### src/rtl/scrambler_config_writer.sv
// Writes the 34-byte scrambler config image (mode, 256-bit seed, XOR checksum)
// into a 64x8 RAM and optionally reads it back to flag any mismatch.
module scrambler_config_writer #(
    parameter bit VERIFY       = 1'b1,
    parameter int READ_LATENCY = 1
) (
    input  logic         clk,
    input  logic         reset_n,
    input  logic         start,
    input  logic         mode_in,
    input  logic [255:0] seed_in,
    output logic         busy,
    output logic         done,
    output logic         verify_error,
    output logic [5:0]   address,
    output logic [7:0]   data,
    output logic         wren,
    input  logic [7:0]   q
);

    localparam logic [5:0] LAST = 6'd33;
    localparam logic [5:0] RL   = 6'(READ_LATENCY);

    typedef enum logic [1:0] {IDLE, WRITE, READ, FINISH} state_t;

    state_t           state;
    logic             mode_r;
    logic [255:0]     seed_r;
    logic [5:0]       idx;
    logic [5:0]       rcyc;
    logic [33:0][7:0] img;

    // Image is always derived from the latched copy, so live inputs never leak in.
    always_comb begin
        logic [7:0] x;
        img    = '0;
        x      = {7'b0, mode_r};
        img[0] = x;
        for (int k = 1; k <= 32; k++) begin
            img[k] = seed_r[8*k-8 +: 8];
            x      = x ^ seed_r[8*k-8 +: 8];
        end
        img[33] = x;
    end

    always_ff @(posedge clk or negedge reset_n) begin
        if (!reset_n) begin
            state        <= IDLE;
            busy         <= 1'b0;
            done         <= 1'b0;
            verify_error <= 1'b0;
            address      <= '0;
            data         <= '0;
            wren         <= 1'b0;
            mode_r       <= 1'b0;
            seed_r       <= '0;
            idx          <= '0;
            rcyc         <= '0;
        end else begin
            done <= 1'b0;
            case (state)
                IDLE: begin
                    if (start) begin
                        mode_r       <= mode_in;
                        seed_r       <= seed_in;
                        verify_error <= 1'b0;
                        busy         <= 1'b1;
                        wren         <= 1'b1;
                        address      <= '0;
                        data         <= {7'b0, mode_in};
                        idx          <= '0;
                        state        <= WRITE;
                    end
                end
                WRITE: begin
                    if (idx == LAST) begin
                        wren <= 1'b0;
                        if (VERIFY) begin
                            address <= '0;
                            rcyc    <= '0;
                            state   <= READ;
                        end else begin
                            busy  <= 1'b0;
                            done  <= 1'b1;
                            state <= FINISH;
                        end
                    end else begin
                        idx     <= idx + 6'd1;
                        address <= idx + 6'd1;
                        data    <= img[idx + 6'd1];
                    end
                end
                READ: begin
                    // q seen at the end of read cycle rcyc belongs to address rcyc-RL
                    if (rcyc >= RL && q != img[rcyc - RL])
                        verify_error <= 1'b1;
                    if (rcyc == LAST + RL) begin
                        busy  <= 1'b0;
                        done  <= 1'b1;
                        state <= FINISH;
                    end else begin
                        rcyc    <= rcyc + 6'd1;
                        address <= (rcyc >= LAST) ? LAST : rcyc + 6'd1;
                    end
                end
                FINISH: state <= IDLE;
                default: state <= IDLE;
            endcase
        end
    end

endmodule

### config.mk
export PLATFORM = sky130hd
export DESIGN_NAME = scrambler_config_writer
export DESIGN_NICKNAME = d
export VERILOG_FILES = /design/src/rtl/scrambler_config_writer.sv
export SDC_FILE = /design/constraint.sdc
export NUM_CORES = 1
export LEC_CHECK = 0
export CAP_MARGIN = 20
export CORE_ASPECT_RATIO = 0.9
export CORE_MARGIN = 2
export CORE_UTILIZATION = 50
export CTS_CLUSTER_DIAMETER = 80
export CTS_CLUSTER_SIZE = 16
export DETAILED_ROUTE_END_ITERATION = 7
export GPL_ROUTABILITY_DRIVEN = 0
export PLACE_DENSITY_LB_ADDON = 0.3
export SETUP_SLACK_MARGIN = 0.05
export SYNTH_ARGS = -nofsm -noshare
export SYNTH_HDL_FRONTEND = slang
export SYNTH_SLANG_ARGS = --single-unit
### constraint.sdc
create_clock -name clk -period 4.1 [get_ports clk]
set_input_delay 0.82 -clock clk [delete_from_list [all_inputs] [get_ports clk]]
set_output_delay 0.82 -clock clk [all_outputs]
set_load 0.05 [all_outputs]
==> impl_metrics.csv, run 1 <==
group,metric,value,unit
run_status,status,"finished clean",
logic_synthesis,synthXorXnorAreaFrac,13.0,%
logic_synthesis,synth_area_leaders,"dfrtp_1 (40%), mux2_2 (16%), mux4_2 (15%), xnor2_1 (11%), nand2_1 (1.9%)",
logic_synthesis,synth_top_area_share,40.3,%
logic_synthesis,ys_seq_area_share,40.3,%
clock_tree,cts-resized-gates,0,
logic_synthesis,synthAdderAreaFrac,0.696,%
floorplan,placement_rows,65,
worst_hold_path,min_path_type,"in -> async",
route,wl_met3,3.38,mm
global_route,overflow,0,
global_route,grt_start_max_net_pins,101,
global_route,grt_usage,27.6,%
place,dp.final_hpwl,39.0,mm
logic_synthesis,synth.distinct_cells,65,
logic_synthesis,synthFlopType,"dfrtp_1",
logic_synthesis,synth_top_area_cell,"dfrtp_1",
clock_tree,clk_pin_slew,80,ps
route,drt_wl_total,51.0,mm
critical_path,cp.arrival,4020,ps
cells_and_area,final_nets,1949,
floorplan,dieArea,0.0375,sq mm
sta,finClkSkew,17.7,ps
critical_path,worstPathCellList,"inv_1 -> ha_4 -> xor2_4 -> nor3_1 -> a22oi_1 -> a31oi_1 -> a221o_1 -> or3_1 -> a2111oi_2 -> a311oi_1",
route,viasPerCell,6.02,
cells_and_area,design_area,0.0220,sq mm
logic_synthesis,synth_edf_count,0,
cells_and_area,drive_gt1_share,27.6,%
sta,relSlewSlack,24.4,%
sta,layout_min_cycle_time,3620,ps
place,io_buffers,285,
global_route,grt_pass1_wl,79.0,mm
logic_synthesis,ys_warn_count,0,
critical_path,required,4510,ps
route,drtIter0Drc,1116,
route,vias,12931,
sta,setup_viol,0,
clock_tree,clk_path_buf_depth,3,
sta,tightest_slew,1130,ps
critical_path,end_kind,"flop",
global_route,grt_pass1_vias,13251,
sta,hold_viol_final,0,
route,wl_met1,20.4,mm
critical_path,crit_path_max_incr_delay,620,ps
floorplan,die_x,204,um
sta,setup_tns,0,ps
logic_synthesis,syn_area_per_cell,12.7,sq um
clock_tree,cts_buffers,22,
route,ant_nets,0,
floorplan,core_area,0.0352,sq mm
critical_path,r2r_slack,480,ps
flow_run,cap_violations,0,
place,placed_area,0.0214,sq mm
critical_path,cp_slowest_cell,"xor2_4",
critical_path,startpoint_type,"flop",
cells_and_area,area_delta_synth_final,22.7,%
sta,min_period_over_period,88.2,%
clock_tree,post-cts-setup-buffers,0,
route,dr.pass1.iters,5,
logic_synthesis,synthArstFlopShare,100,%
route,wl_met2,25.3,mm
clock_tree,holdBufCountCts,0,
critical_path,critical_path_class,"reg -> reg",
logic_synthesis,yosys.area_share.simple,5.06,%
logic_synthesis,synth_area,0.0180,sq mm
clock_tree,clock_sinks,289,
floorplan,io_pins,286,
sta,max_freq,277,MHz
logic_synthesis,synth_top_family_by_area,"multiplexers",
clock_tree,cts_max_level,1,
route,wire_per_inst,23.7,um
logic_synthesis,ys_ff_latch,289,
route,routed.top_layer,"met4",
critical_path,cp_max_fo,18,
cells_and_area,layout_common_cells,"dfrtp_1 (287), clkdlybuf4s50_1 (284), mux2_2 (260)",
clock_tree,clock_latency,540,ps
logic_synthesis,synth.area.mux_share,32.7,%
logic_synthesis,netlist_instances,1419,
route,drc_errors,0,
logic_synthesis,syn_nets,1697,
floorplan,start_util,51.0,%
floorplan,die_y,184,um
logic_synthesis,synth_compound_area_share,5.66,%
clock_tree,cts_tree,"built",
global_route,antenna_found_initial,2,
clock_tree,cts-root-buf,"clkbuf_16",
sta,rsz0062_at_grt,"no",
sta,drv_slew,0,
cells_and_area,final_common_cell,"dfrtp_1",
==> synthesized netlist by cell type, types with 3 or more instances <==
library cell	instances
a22o_1	10
nand3_1	31
nand2_1	91
buf_6	7
buf_1	5
nor2_1	20
a221oi_1	4
or2_2	4
o211ai_1	4
buf_2	18
xor2_1	31
clkbuf_1	53
nor3_1	4
buf_4	4
mux2i_1	28
o22ai_1	5
mux2_2	260
and3_1	5
nor2b_1	7
ha_1	10
a221o_1	3
a22oi_1	11
dfrtp_1	289
xnor2_1	232
nand2b_1	10
a21oi_1	40
nand4_1	3
o21ai_0	53
a31oi_1	6
inv_1	10
mux4_2	118
==> state kept, by name, indices dropped and copies added, names as in the netlist <==
signal	count
data	8
verify_error	1
mode_r	1
state	2
busy	1
done	1
idx	6
seed_r	256
wren	1
address	6
rcyc	6
==> cell type report <==
class	count	area [sq um]
tap	469	587
antenna	2	5.00
fill	2770	13200
clock buffer	26	597
multi-input combinational	1031	10300
sequential	289	7240
inverter	11	41.3
clock inverter	3	42.5
timing repair buffer	316	3180
==> logic make-up (layout without fill, tap and decap cells) <==
family / after synthesis / after routing
DFF: 289 / 289
adders and majority gates: 10 / 10
and+or+nand+nor: 192 / 192
muxes: 406 / 406
other: 0 / 2
xor gates and xnor gates: 265 / 265
buffers and inverters: 99 / 356
AOI/OAI and AO/OA: 158 / 158
==> metrics by stage <==
stage / util (%) / setup WS [ps] / hold slack (ps) / std cells
final: 62.6 / 485 / 336 / 2147
after global routing: 62.6 / 285 / 372 / 2147
after CTS: 62.6 / 555 / 352 / 2145
after detailed placement: 60.7 / 567 / 475 / 2116
after global placement: 60.7 / 637 / 469 / 2116
after floorplan: - / 142 / 502 / 1419
==> layer usage <==
metal | GRT usage (%) | vias up
met3 | 4.20 | 105
met5 | 0 | -
met2 | 46.6 | 548
met1 | 36.8 | 6594
met4 | 8.73 | 0
li1 | - | 5684
==> critical path: cells and delay by family, from the launching register on <==
family          cells  cell delay [ps]
flops               1              580
compound gates      5             1300
fa+ha+maj           1              230
xor+xnor            1              620
buf+inv             1              160
simple gates        2              580
==> path summary, 6_finish.rpt <==
| path | depth (start not counted) | start | end |
|---|---|---|---|
| min in group clk | 2 | address[3] | address[3] |
| worst max register to register | 10 | rcyc[1] | verify_error |
| worst max-delay path | 10 | rcyc[1] | verify_error |
| max in group asynchronous | 2 | reset_n | address[2] |
| worst min register to register | 2 | address[3] | address[3] |
| worst min-delay path | 1 | reset_n | seed_r[228] |
Power of run 1 is not shown: default switching activity piles up to over one toggle a cycle in this logic, so the estimate is an artifact.
==> run 2: changes to the inputs <==
Settings changed: HOLD_SLACK_MARGIN set to 0.05.
==> results of run 2 <==
The final DEF is identical to that of run 1; final timing and power are the same.
Power of run 2 is left out for the same reason.
